<file path="src/rtl/data_sample_scheduler.sv">
// data_sample_scheduler: on each period tick, samples the enabled channels in turn over one shared 8-bit path.
// Macro DATA_SAMPLE_SCHED_OVERRUN_CNT_EN adds the saturating dropped-tick counter; otherwise overrun_cnt reads 0.
module data_sample_scheduler #(
    parameter int NUM_CH = 4,
    parameter int CH_W   = 2,
    parameter int SETTLE = 2,
    parameter int PER_W  = 16
) (
    input  logic              clk,
    input  logic              reset,
    input  logic              enable,
    input  logic [PER_W-1:0]  period,
    input  logic [NUM_CH-1:0] ch_mask,
    input  logic [7:0]        adc_data,
    output logic [CH_W-1:0]   mux_sel,
    output logic [7:0]        sample_data,
    output logic [CH_W-1:0]   sample_ch,
    output logic              sample_valid,
    input  logic              sample_ready,
    output logic              busy,
    input  logic              clr_overrun,
    output logic              overrun,
    output logic [7:0]        overrun_cnt
);
    localparam int SC_W = (SETTLE > 1) ? $clog2(SETTLE) : 1;
    localparam logic [SC_W-1:0] SC_LOAD = SC_W'(SETTLE - 1);

    typedef enum logic [1:0] {
        S_IDLE,
        S_SETTLE,
        S_HOLD
    } state_t;

    state_t              state_q, state_d;
    logic [PER_W-1:0]    tcnt_q;
    logic [PER_W-1:0]    per_last;
    logic                tick;
    logic [SC_W-1:0]     settle_q, settle_d;
    logic [NUM_CH-1:0]   round_mask, round_d;
    logic [CH_W-1:0]     mux_d, ch_d, first_ch, next_ch;
    logic                next_hit;
    logic [7:0]          data_d;
    logic                valid_d;

    // A period of 0 behaves as 1, i.e. a tick every enabled cycle.
    assign per_last = (period == '0) ? '0 : (period - PER_W'(1));
    assign tick     = enable && (tcnt_q == per_last);
    assign busy     = (state_q != S_IDLE);

    always_ff @(posedge clk or posedge reset) begin
        if (reset) begin
            tcnt_q <= '0;
        end else if (!enable || (tcnt_q >= per_last)) begin
            tcnt_q <= '0;
        end else begin
            tcnt_q <= tcnt_q + PER_W'(1);
        end
    end

    // Handshake: a sample transfers on any edge where sample_valid && sample_ready;
    // sample_data/sample_ch hold steady while sample_valid is high.
    always_comb begin
        state_d  = state_q;
        mux_d    = mux_sel;
        settle_d = settle_q;
        round_d  = round_mask;
        data_d   = sample_data;
        ch_d     = sample_ch;
        valid_d  = sample_valid;

        first_ch = '0;
        for (int i = NUM_CH - 1; i >= 0; i--) begin
            if (ch_mask[i]) first_ch = CH_W'(i);
        end

        next_ch  = '0;
        next_hit = 1'b0;
        for (int i = NUM_CH - 1; i >= 0; i--) begin
            if (round_mask[i] && (CH_W'(i) > mux_sel)) begin
                next_ch  = CH_W'(i);
                next_hit = 1'b1;
            end
        end

        case (state_q)
            S_IDLE: begin
                if (tick && (ch_mask != '0)) begin
                    round_d  = ch_mask;
                    mux_d    = first_ch;
                    settle_d = SC_LOAD;
                    state_d  = S_SETTLE;
                end
            end
            S_SETTLE: begin
                if (settle_q == '0) begin
                    data_d  = adc_data;
                    ch_d    = mux_sel;
                    valid_d = 1'b1;
                    state_d = S_HOLD;
                end else begin
                    settle_d = settle_q - SC_W'(1);
                end
            end
            S_HOLD: begin
                if (sample_valid && sample_ready) begin
                    valid_d = 1'b0;
                    if (next_hit) begin
                        mux_d    = next_ch;
                        settle_d = SC_LOAD;
                        state_d  = S_SETTLE;
                    end else begin
                        state_d = S_IDLE;
                    end
                end
            end
            default: state_d = S_IDLE;
        endcase
    end

    always_ff @(posedge clk or posedge reset) begin
        if (reset) begin
            state_q      <= S_IDLE;
            mux_sel      <= '0;
            settle_q     <= '0;
            round_mask   <= '0;
            sample_data  <= '0;
            sample_ch    <= '0;
            sample_valid <= 1'b0;
        end else begin
            state_q      <= state_d;
            mux_sel      <= mux_d;
            settle_q     <= settle_d;
            round_mask   <= round_d;
            sample_data  <= data_d;
            sample_ch    <= ch_d;
            sample_valid <= valid_d;
        end
    end

    // A tick that lands while a round is still running is dropped and flagged.
    always_ff @(posedge clk or posedge reset) begin
        if (reset) begin
            overrun <= 1'b0;
        end else if (clr_overrun) begin
            overrun <= 1'b0;
        end else if (tick && busy) begin
            overrun <= 1'b1;
        end
    end

`ifdef DATA_SAMPLE_SCHED_OVERRUN_CNT_EN
    always_ff @(posedge clk or posedge reset) begin
        if (reset) begin
            overrun_cnt <= '0;
        end else if (clr_overrun) begin
            overrun_cnt <= '0;
        end else if (tick && busy && (overrun_cnt != 8'hFF)) begin
            overrun_cnt <= overrun_cnt + 8'd1;
        end
    end
`else
    assign overrun_cnt = 8'd0;
`endif

endmodule

</file>
<file path="config.mk">
export PLATFORM = sky130hd
export DESIGN_NAME = data_sample_scheduler
export DESIGN_NICKNAME = d
export VERILOG_FILES = /design/src/rtl/data_sample_scheduler.sv
export SDC_FILE = /design/constraint.sdc
export NUM_CORES = 1
export LEC_CHECK = 0
export ABC_AREA = 0
export CAP_MARGIN = 20
export CORE_MARGIN = 8
export CORE_UTILIZATION = 40
export DETAILED_ROUTE_END_ITERATION = 7
export PLACE_DENSITY = 0.66
export SYNTH_ARGS = -nofsm -noshare
export SYNTH_HDL_FRONTEND = slang
export SYNTH_SLANG_ARGS = --single-unit
</file>
<file path="constraint.sdc">
create_clock -name clk -period 2.9 [get_ports clk]
set_input_delay 0.435 -clock clk [delete_from_list [all_inputs] [get_ports clk]]
set_output_delay 0.435 -clock clk [all_outputs]
set_load 0.02 [all_outputs]
</file>
==> run_results.csv, run 1 <==
group,metric,value,unit
status,outcome,"finished with violations",
status,violations,"setup timing",
timing,fin_ws,-0.5367,ns
timing,finalMaxSlewViolations,0,
timing,hold_violations,0,
cts,clk_latency,0.29,ns
placed_design,dpl.hpwl,4504,um
yosys,synth_top_area_cell,"dfrtp_1",
cts,ctsHoldBuffers,0,
finish,synthToLayoutAreaGrowth,46.07,%
worst_setup_path,worstPathRequired,3.08,ns
cts,htreeDepth,2,
power_and_ir_drop,p_seq_frac,0.368,
cts,clk_pin_slew,0.07,ns
timing,clock_skew,0.004957,ns
yosys,seq_area_frac_synth,0.3778,
routing,drc,0,
finish,antenna_cells,0,
grt,grt_usage,0.1433,
grt,antenna_found_initial,0,
job,drv_cap,0,
die,core-area,5851,sq um
grt,grt_max_degree,37,
routing,routed_via_density,5.089,
timing,fin_crit,3.437,ns
yosys,synth.distinct_cells,45,
placed_design,portBuffers,47,
worst_setup_path,path_class,"input port to register",
power_and_ir_drop,powerDensity,534.9,nW/um^2
yosys,synth-edff-count,0,
die,rows,28,
cts,cts.sinks,36,
grt,grt_pass1_vias,2234,
die,die_area,8689,sq um
yosys,syn-cell-area,2385,sq um
timing,tightest_slew,0.6587,ns
die,die_h,93.22,um
power_and_ir_drop,clkPwrFrac,0.236,
worst_setup_path,worstRegToRegCells,7,
grt,overflow,0,
yosys,synth-main-ff-cell,"dfrtp_1",
yosys,netlist_instances,264,
timing,rsz0062_at_grt,"yes",
routing,ant_nets,0,
timing,whs,0.5135,ns
grt,grt_pass1_wl,10140,um
power_and_ir_drop,p_int,0.001244,W
placed_design,place.gp.congestion,0.8369,
yosys,ys_ff_latch,36,
cts,root_buffer,"clkbuf_8",
routing,vias,2183,
cts,cts_tree,"yes",
hold_path,hold_depth,1,
routing,firstDrtPassIters,4,
worst_setup_path,cp_data_arrival_time,3.62,ns
routing,wl_per_cell,13.98,um
yosys,yosysWarnings,0,
finish,drive_gt1_frac,0.2825,
routing,drt-initial-drc-count,50,
yosys,synth-async-reset-ratio,1.000,
timing,fmax,291.0,MHz
timing,setup_viol,24,
timing,fin_crit_sh,1.185,
worst_setup_path,worstSetupEndpointType,"register",
cts,clock_path_buffers,2,
finish,fillers,506,
die,die_w,93.22,um
worst_setup_path,critPathMaxFanout,7,
yosys,yosysTopAreaCellShare,0.3778,
routing,finalWirelength,5996,um
cts,cts_made_buffers,5,
yosys,avgSynthCellArea,9.033,sq um
power_and_ir_drop,ir_worst_vdd,0.3893,mV
finish,layout.nets,405,
power_and_ir_drop,power.switching,0.0006194,W
worst_setup_path,cp-start-kind,"input port",
power_and_ir_drop,p_leak,1.584,nW
yosys,synth_area_leaders,"dfrtp_1 38%, ha_1 10%, xor2_1 6.2%, nor2_1 5.8%, mux2_2 5.7%",
die,start_util,0.4076,
die,ios,56,
power_and_ir_drop,share_comb_of_total_power,0.396,
power_and_ir_drop,swShare,0.3324,
power_and_ir_drop,total_power,0.001863,W
hold_path,hold_class,"register to register",
timing,max-slew-margin-rel,0.5575,
-- cell usage in the layout, fill, tap and decap left out, types with 3 or more instances in the layout --
cell	instances
clkdlybuf4s50_1	43
buf_4	38
dfrtp_1	36
nor2_1	29
nand2_1	21
ha_1	17
xor2_1	16
mux2_2	12
inv_1	12
a21oi_1	11
xnor2_1	9
nand4_1	8
nand3_1	8
nand2_2	8
nor2_2	8
conb_1	8
clkbuf_8	5
o21ai_0	4
or4_4	4
nor3_1	4
nand2_4	3
o211ai_1	3
buf_2	3
-- critical path, stage by stage --
cell and delay, ns:
buf_6 0.09, or4_4 0.52, or4_4 0.46, buf_6 0.14, nor4_4 0.26, xor2_2 0.21
nand2_4 0.07, ha_4 0.26, nand4_1 0.12, or3_4 0.40, a31o_4 0.21, o211ai_1 0.14
buf_4 0.23, nor2_1 0.06
-- final cells by class --
type	instances	area, sq um	area share
clock inverters	3	42.54	0.01221
repair buffers	87	763.2	0.2191
inverters	12	45.04	0.01293
flip-flops and latches	36	900.9	0.2586
multi-input cells	211	1569	0.4504
well taps	75	93.84	0.02694
clock buffers	5	68.82	0.01976
-- sequential cells by signal (all words and copies together) (netlist names) --
signal	flops
overrun	1
sample_ch	2
tcnt_q	16
sample_data	8
state_q	2
settle_q	1
round_mask	3
sample_valid	1
mux_sel	2
-- per-stage QoR --
| stage | setup TNS, ns | instance area [sq um] | setup WS (ns) | utilization | std cells |
|---|---|---|---|---|---|
| after floorplan | -14.35 | 2470 | -0.7978 | - | 271 |
| after global placement | -22.66 | 3177 | -1.005 | 0.5430 | 412 |
| after detailed placement | -23.72 | 3177 | -1.044 | 0.5430 | 412 |
| after CTS | -10.00 | 3443 | -0.5024 | 0.5885 | 429 |
| after global routing | -13.20 | 3483 | -0.6562 | 0.5954 | 429 |
| final | -10.25 | 3483 | -0.5367 | 0.5954 | 429 |
-- synth_stat cells, types with 2 or more instances --
master	count
o21a_1	2
ha_1	19
or4_4	2
dfrtp_1	36
nand3_1	8
nand2_1	32
mux2_2	12
o211ai_1	3
buf_4	8
or2_2	2
inv_1	12
nand2b_1	2
xnor2_1	9
xor2_1	17
o21ai_0	5
or3_1	2
clkbuf_1	3
nor2_1	37
nor4_1	3
a21oi_1	11
nor3_1	8
nand4_1	8
-- final timing paths --
path                                  endpoint    startpoint  slack (ns)
worst max register to register      tcnt_q[10]     tcnt_q[9]        0.80
worst min-delay path              sample_ch[1]  sample_ch[1]        0.51
worst max-delay path                tcnt_q[10]     period[6]       -0.54
min in group asynchronous       sample_data[7]         reset        0.54
max in group asynchronous           tcnt_q[10]         reset        2.05
worst min register to register    sample_ch[1]  sample_ch[1]        0.51
-- what timing repair did --
item,CTS,global route
pin swaps,32,10
endpoints found under the hold margin,0,0
endpoints found under the setup margin,24,24
gates resized for setup,41,8
gates cloned,2,0
buffers inserted,7,0
-- cell families after synthesis --
group	count (synthesis)	share of synthesized area
other	1	0.001572
XOR/XNOR	26	0.09549
AO/OA/AOI/OAI	32	0.08815
multiplexers	13	0.06086
buffers and inverters	25	0.05561
flip-flops	36	0.3778
AND/OR/NAND/NOR	112	0.2209
adder cells (fa/ha/maj)	19	0.09969
-- per-layer routing --
layer	track usage	routed length, um
met5	0	0
met2	0.2414	2830
met1	0.1659	2565
met3	0.03526	390
met4	0.07114	209
-- power by group through the flow --
stage / combinational, W / sequential (W) / clock [W]
3_5_place_dp: 0.000724 / 0.000697 / 0
3_3_place_gp: 0.000715 / 0.000690 / 0
6_report: 0.000737 / 0.000685 / 0.000441
2_1_floorplan: 0.000319 / 0.000783 / 0
4_1_cts: 0.000739 / 0.000687 / 0.000452
5_1_grt: 0.000800 / 0.000702 / 0.000467
Power figures use the tool's default switching activity.
==> run 2: changes to the inputs <==
CORE_MARGIN = 1   (was 8)
==> run 2 against run 1 <==
  * The run still ends with setup timing left
  * Largest power group unchanged
  * Die area decreased by 28%
  * Combinational power up 1%
  * Sequential power is essentially flat
  * Highest routed layer unchanged
==> run_results.csv, run 2 (synthesis gave the netlist of run 1 again) <==
group,metric,value,unit
routing,routed_via_density,5.169,
die,core-area,5642,sq um
power_and_ir_drop,power.switching,0.0006164,W
routing,drc,0,
grt,grt_pass1_wl,9632,um
worst_setup_path,cp_common_cell,"or4_4",
cts,cts_made_buffers,5,
worst_setup_path,r2r_setup_slack,0.73,ns
finish,layout.nets,404,
worst_setup_path,worstRegToRegCells,7,
routing,drt-initial-drc-count,47,
worst_setup_path,slowest_delay,0.56,ns
finish,layout.cells.non_filler,425,
worst_setup_path,cp_data_arrival_time,3.66,ns
finish,final_cell_mix,"43 x clkdlybuf4s50_1, 36 x dfrtp_1, 35 x buf_4",
grt,grt_usage,0.1931,
placed_design,portBuffers,47,
hold_path,hold_class,"register to register",
hold_path,hold-path-endpoint,"sample_data[5]",
die,rows,27,
finish,largest_reg_flops,16,
worst_setup_path,cp-start-kind,"input port",
power_and_ir_drop,powerDensity,524.3,nW/um^2
placed_design,dpl.hpwl,4074,um
routing,ant_nets,0,
placed_design,place.gp.congestion,0.8261,
die,die_w,79.22,um
grt,overflow,0,
finish,layout.core_utilization,0.6307,
status,violations,"setup timing",
finish,reg_top3,"tcnt_q: 16 flops, sample_data: 8 flops, round_mask: 3 flops",
finish,antenna_cells,0,
timing,setup_viol,24,
cts,root_buffer,"clkbuf_8",
grt,grt_pass1_vias,2123,
timing,finalMaxSlewViolations,0,
timing,tightest_slew,0.7374,ns
finish,synthToLayoutAreaGrowth,49.21,%
cts,htreeDepth,2,
power_and_ir_drop,ir_worst_vdd,0.4389,mV
cts,clk_pin_slew,0.07,ns
hold_path,hp-start,"sample_data[5]",
timing,fin_crit_sh,1.200,
status,outcome,"finished with violations",
cts,clock_path_buffers,2,
routing,finalWirelength,5773,um
worst_setup_path,path_class,"input port to register",
worst_setup_path,worstPathRequired,3.08,ns
cts,ctsHoldBuffers,0,
routing,top_layer_used,"met4",
die,die_area,6275,sq um
power_and_ir_drop,p_int,0.001249,W
timing,clock_skew,0.009847,ns
worst_setup_path,worst_path_max_delay_cell,"or4_4",
timing,rsz0062_at_grt,"yes",
worst_setup_path,r2r-start,"tcnt_q[5]",
routing,vias,2197,
power_and_ir_drop,clkPwrFrac,0.232,
grt,antenna_found_initial,0,
power_and_ir_drop,p_leak,1.567,nW
placed_design,dp.cells,410,
die,die_h,79.22,um
grt,grt_max_degree,37,
routing,routed-wl-met2,2932,um
die,ios,56,
cts,clk_latency,0.29,ns
power_and_ir_drop,swShare,0.3304,
worst_setup_path,r2r_end,"tcnt_q[9]",
worst_setup_path,crit_chain,"buf_6, or4_4, or4_4, or4_4, buf_8, nand2_4, ha_4, nand4_1, or3_4, a31o_4, o211ai_1, clkbuf_16, nor2_2",
die,start_util,0.4227,
timing,max-slew-margin-rel,0.5020,
finish,largest_register,"tcnt_q",
timing,fin_ws,-0.5811,ns
routing,wl_per_cell,13.58,um
finish,drive_gt1_frac,0.2833,
routing,wl_met1,2493,um
routing,firstDrtPassIters,4,
job,drv_cap,0,
cts,cts_tree,"yes",
timing,fmax,287.3,MHz
power_and_ir_drop,p_seq_frac,0.368,
cts,cts.sinks,36,
worst_setup_path,critPathMaxFanout,8,
placed_design,place_ws,-1.116,ns
timing,hold_violations,0,
power_and_ir_drop,share_comb_of_total_power,0.400,
hold_path,hold_depth,1,
timing,fin_crit,3.481,ns
worst_setup_path,worstSetupEndpointType,"register",
routing,wl_met3,274,um
finish,final_common_cell,"clkdlybuf4s50_1",
run 2: power groups by stage:
stage / registers, W / clock network [W] / logic (W)
after global routing: 0.000704 / 0.000465 / 0.000812
after global placement: 0.000690 / 0 / 0.000711
after floorplan: 0.000783 / 0 / 0.000319
after CTS: 0.000685 / 0.000442 / 0.000735
final: 0.000686 / 0.000433 / 0.000746
after detailed placement: 0.000695 / 0 / 0.000719
run 2: worst max-delay path: cells and delay by family:
| family | cells | cell delay (ns) |
|---|---|---|
| buffers and inverters | 3 | 0.51 |
| AND/OR/NAND/NOR | 7 | 2.19 |
| adder cells (fa/ha/maj) | 1 | 0.12 |
| AO/OA/AOI/OAI | 2 | 0.38 |
run 2: layout make-up:
type                            instances  area (sq um)
Fill cell                             470          2083
Multi-Input combinational cell        211          1627
Sequential cell                        36         900.9
Timing Repair Buffer                   86         788.3
Tap cell                               72         90.09
Clock buffer                            6         72.57
Inverter                               12         45.04
Clock inverter                          2         35.03
run 2: timing repair:
item / in CTS / in global routing
gates resized for setup: 40 / 23
cloned: 2 / 0
endpoints found under the setup margin: 24 / 24
pin swaps: 26 / 18
setup buffers: 5 / 3
run 2: how the worst max path moves through the flow:
stage / start / end / depth (start not counted) / slack (ns)
floorplan: period[9] / tcnt_q[7] / 13 / -0.80
global placement: period[9] / mux_sel[0] / 11 / -1.10
detailed placement: period[9] / mux_sel[0] / 11 / -1.12
CTS: period[6] / tcnt_q[10] / 13 / -0.54
global route: period[9] / tcnt_q[15] / 13 / -0.69
finish: period[9] / tcnt_q[9] / 13 / -0.58
run 2: metal layers:
metal,track usage,vias to the layer above
met3,0.03793,8
met2,0.3466,56
met1,0.2393,1052
li1,-,1081
met5,0,-
met4,0.03636,0
run 2: metrics by stage:
step | total power (W) | TNS [ns] | cell area [sq um] | hold slack [ns]
floorplan | 0.001102 | -14.35 | 2470 | 0.4713
global placement | 0.001401 | -24.03 | 3193 | 0.4781
detailed placement | 0.001414 | -25.41 | 3193 | 0.4940
CTS | 0.001863 | -11.10 | 3465 | 0.5104
global route | 0.001981 | -14.91 | 3558 | 0.5287
finish | 0.001866 | -12.47 | 3558 | 0.5063
==> run 3: changes to the inputs <==
CORE_UTILIZATION = 24   (was 40)
PLACE_DENSITY = 0.44   (was 0.66)
==> run 3 against run 2 <==
  * The run still ends with setup timing left
  * Combinational power fell by 2%
  * Cell count rose by 16%
  * First-iteration DRC count rose by 66%
  * Clock power fell by 24%
  * Final area rose by 1.8%
  * Highest routed layer unchanged
==> run_results.csv, run 3 (synthesis gave the netlist of run 1 again) <==
group,metric,value,unit
status,outcome,"finished with violations",
status,violations,"setup timing",
worst_setup_path,worstSetupEndpointType,"register",
finish,largest_register,"tcnt_q",
timing,fmax,295.9,MHz
die,start_util,0.2463,
die,die_h,101.7,um
routing,drc,0,
grt,antenna_found_initial,0,
finish,drive_gt1_frac,0.2833,
timing,max-slew-margin-rel,0.6454,
grt,grt_usage,0.1151,
timing,rsz0062_at_grt,"yes",
placed_design,portBuffers,47,
timing,hold_violations,0,
routing,routed_via_density,4.290,
hold_path,hold_class,"register to register",
placed_design,dp.cells,475,
timing,tightest_slew,0.5250,ns
die,die_area,10340,sq um
grt,overflow,0,
routing,vias,2115,
cts,clock_path_buffers,2,
cts,cts_made_buffers,5,
cts,root_buffer,"clkbuf_8",
die,die_w,101.7,um
routing,drt-initial-drc-count,78,
routing,wl_per_cell,11.69,um
worst_setup_path,worstPathRequired,3.07,ns
finish,final_cell_mix,"43 x clkdlybuf4s50_1, 37 x buf_4, 36 x dfrtp_1",
placed_design,place_ws,-1.154,ns
worst_setup_path,cp_data_arrival_time,3.55,ns
finish,largest_reg_flops,16,
routing,finalWirelength,5762,um
timing,fin_crit_sh,1.165,
worst_setup_path,path_class,"input port to register",
timing,fin_ws,-0.4792,ns
finish,antenna_cells,0,
routing,ant_nets,0,
finish,synthToLayoutAreaGrowth,51.89,%
finish,layout.nets,412,
cts,clk_pin_slew,0.07,ns
grt,grt_pass1_vias,2018,
finish,layout.cells.non_filler,493,
power_and_ir_drop,ir_worst_vdd,0.2223,mV
job,drv_cap,0,
timing,finalMaxSlewViolations,0,
die,rows,36,
grt,grt_max_degree,37,
timing,setup_viol,24,
cts,htreeDepth,2,
die,ios,56,
finish,reg_top3,"tcnt_q: 16 flops, sample_data: 8 flops, round_mask: 3 flops",
placed_design,dpl.hpwl,4213,um
die,core-area,9684,sq um
power_and_ir_drop,p_leak,1.622,nW
placed_design,place.gp.congestion,0.7701,
finish,final_common_cell,"clkdlybuf4s50_1",
worst_setup_path,critPathMaxFanout,6,
power_and_ir_drop,powerDensity,483.1,nW/um^2
routing,firstDrtPassIters,4,
cts,clk_latency,0.28,ns
grt,grt_pass1_wl,9280,um
cts,cts_tree,"yes",
worst_setup_path,cp-start-kind,"input port",
timing,final.setup.tns,-10.11,ns
cts,cts.sinks,36,
timing,clock_skew,0.004222,ns
timing,fin_crit,3.379,ns
-- run 3: cell types whose count changed in the layout (fill, tap and decap cells not counted), sizes merged --
cell | previous run | this run
clkdlybuf4s15 | 0 | 1
buf | 42 | 50
bufinv | 1 | 0
or4 | 4 | 3
-- run 3: power by group --
part	internal, W	total, W	switching (W)	leakage [nW]
Combinational	0.000387	0.000734	0.000347	1.11
Sequential	0.000607	0.000685	0.0000784	0.476
Clock	0.000163	0.000330	0.000167	0.0410
-- run 3: metrics by stage --
| step | hold WS, ns | power [W] | cell area [sq um] | utilization |
|---|---|---|---|---|
| global placement | 0.4810 | 0.001416 | 3299 | 0.3407 |
| floorplan | 0.4713 | 0.001102 | 2470 | - |
| global route | 0.5210 | 0.001878 | 3622 | 0.3740 |
| detailed placement | 0.4946 | 0.001421 | 3299 | 0.3407 |
| CTS | 0.5105 | 0.001765 | 3465 | 0.3578 |
| finish | 0.5060 | 0.001750 | 3622 | 0.3740 |
-- run 3: final timing paths --
kind                                 from  cells after the start  slack [ns]             end
setup / recovery                period[6]                     16       -0.48      tcnt_q[15]
hold / removal             sample_data[5]                      1        0.51  sample_data[5]
setup reg to reg                tcnt_q[5]                      8        0.83      tcnt_q[15]
hold reg to reg            sample_data[5]                      1        0.51  sample_data[5]
max in group asynchronous           reset                      3        2.01   round_mask[1]
min in group asynchronous           reset                      3        0.56  sample_data[4]
-- run 3: repair_timing --
item                                   in CTS  in global routing
hold buffers                                0                  0
pin swaps                                  13                 15
cloned                                      0                  1
resized for setup                          28                 27
setup buffers                               7                  3
endpoints found under the hold margin       0                  0
setup endpoints to repair                  24                 24
-- run 3: worst max-delay path: stages --
cell and delay (ns):
buf_6 0.09, or4_4 0.52, or4_4 0.44, buf_6 0.14, buf_6 0.11, nor3_2 0.14
nand3_1 0.10, o21a_1 0.11, ha_1 0.28, nand4_1 0.13, or3_4 0.41, a31o_4 0.21
o211ai_1 0.08, buf_4 0.17, buf_6 0.14, nor2_1 0.05
-- run 3: per-layer routing --
metal  vias to the layer above  global-route usage  share of wire
li1                       1092                   -              -
met1                       964              0.1395           0.46
met2                        57              0.2032           0.48
met3                         2             0.02208          0.049
met4                         0             0.03902         0.0050
met5                         -                   0              0
-- run 3: final cells by class --
class | instances | area [sq um]
repair buffers | 95 | 877.1
clock inverters | 1 | 5.005
flip-flops and latches | 36 | 900.9
multi-input cells | 210 | 1555
inverters | 12 | 45.04
fillers | 1002 | 6062
clock buffers | 6 | 72.57
well taps | 133 | 166.4
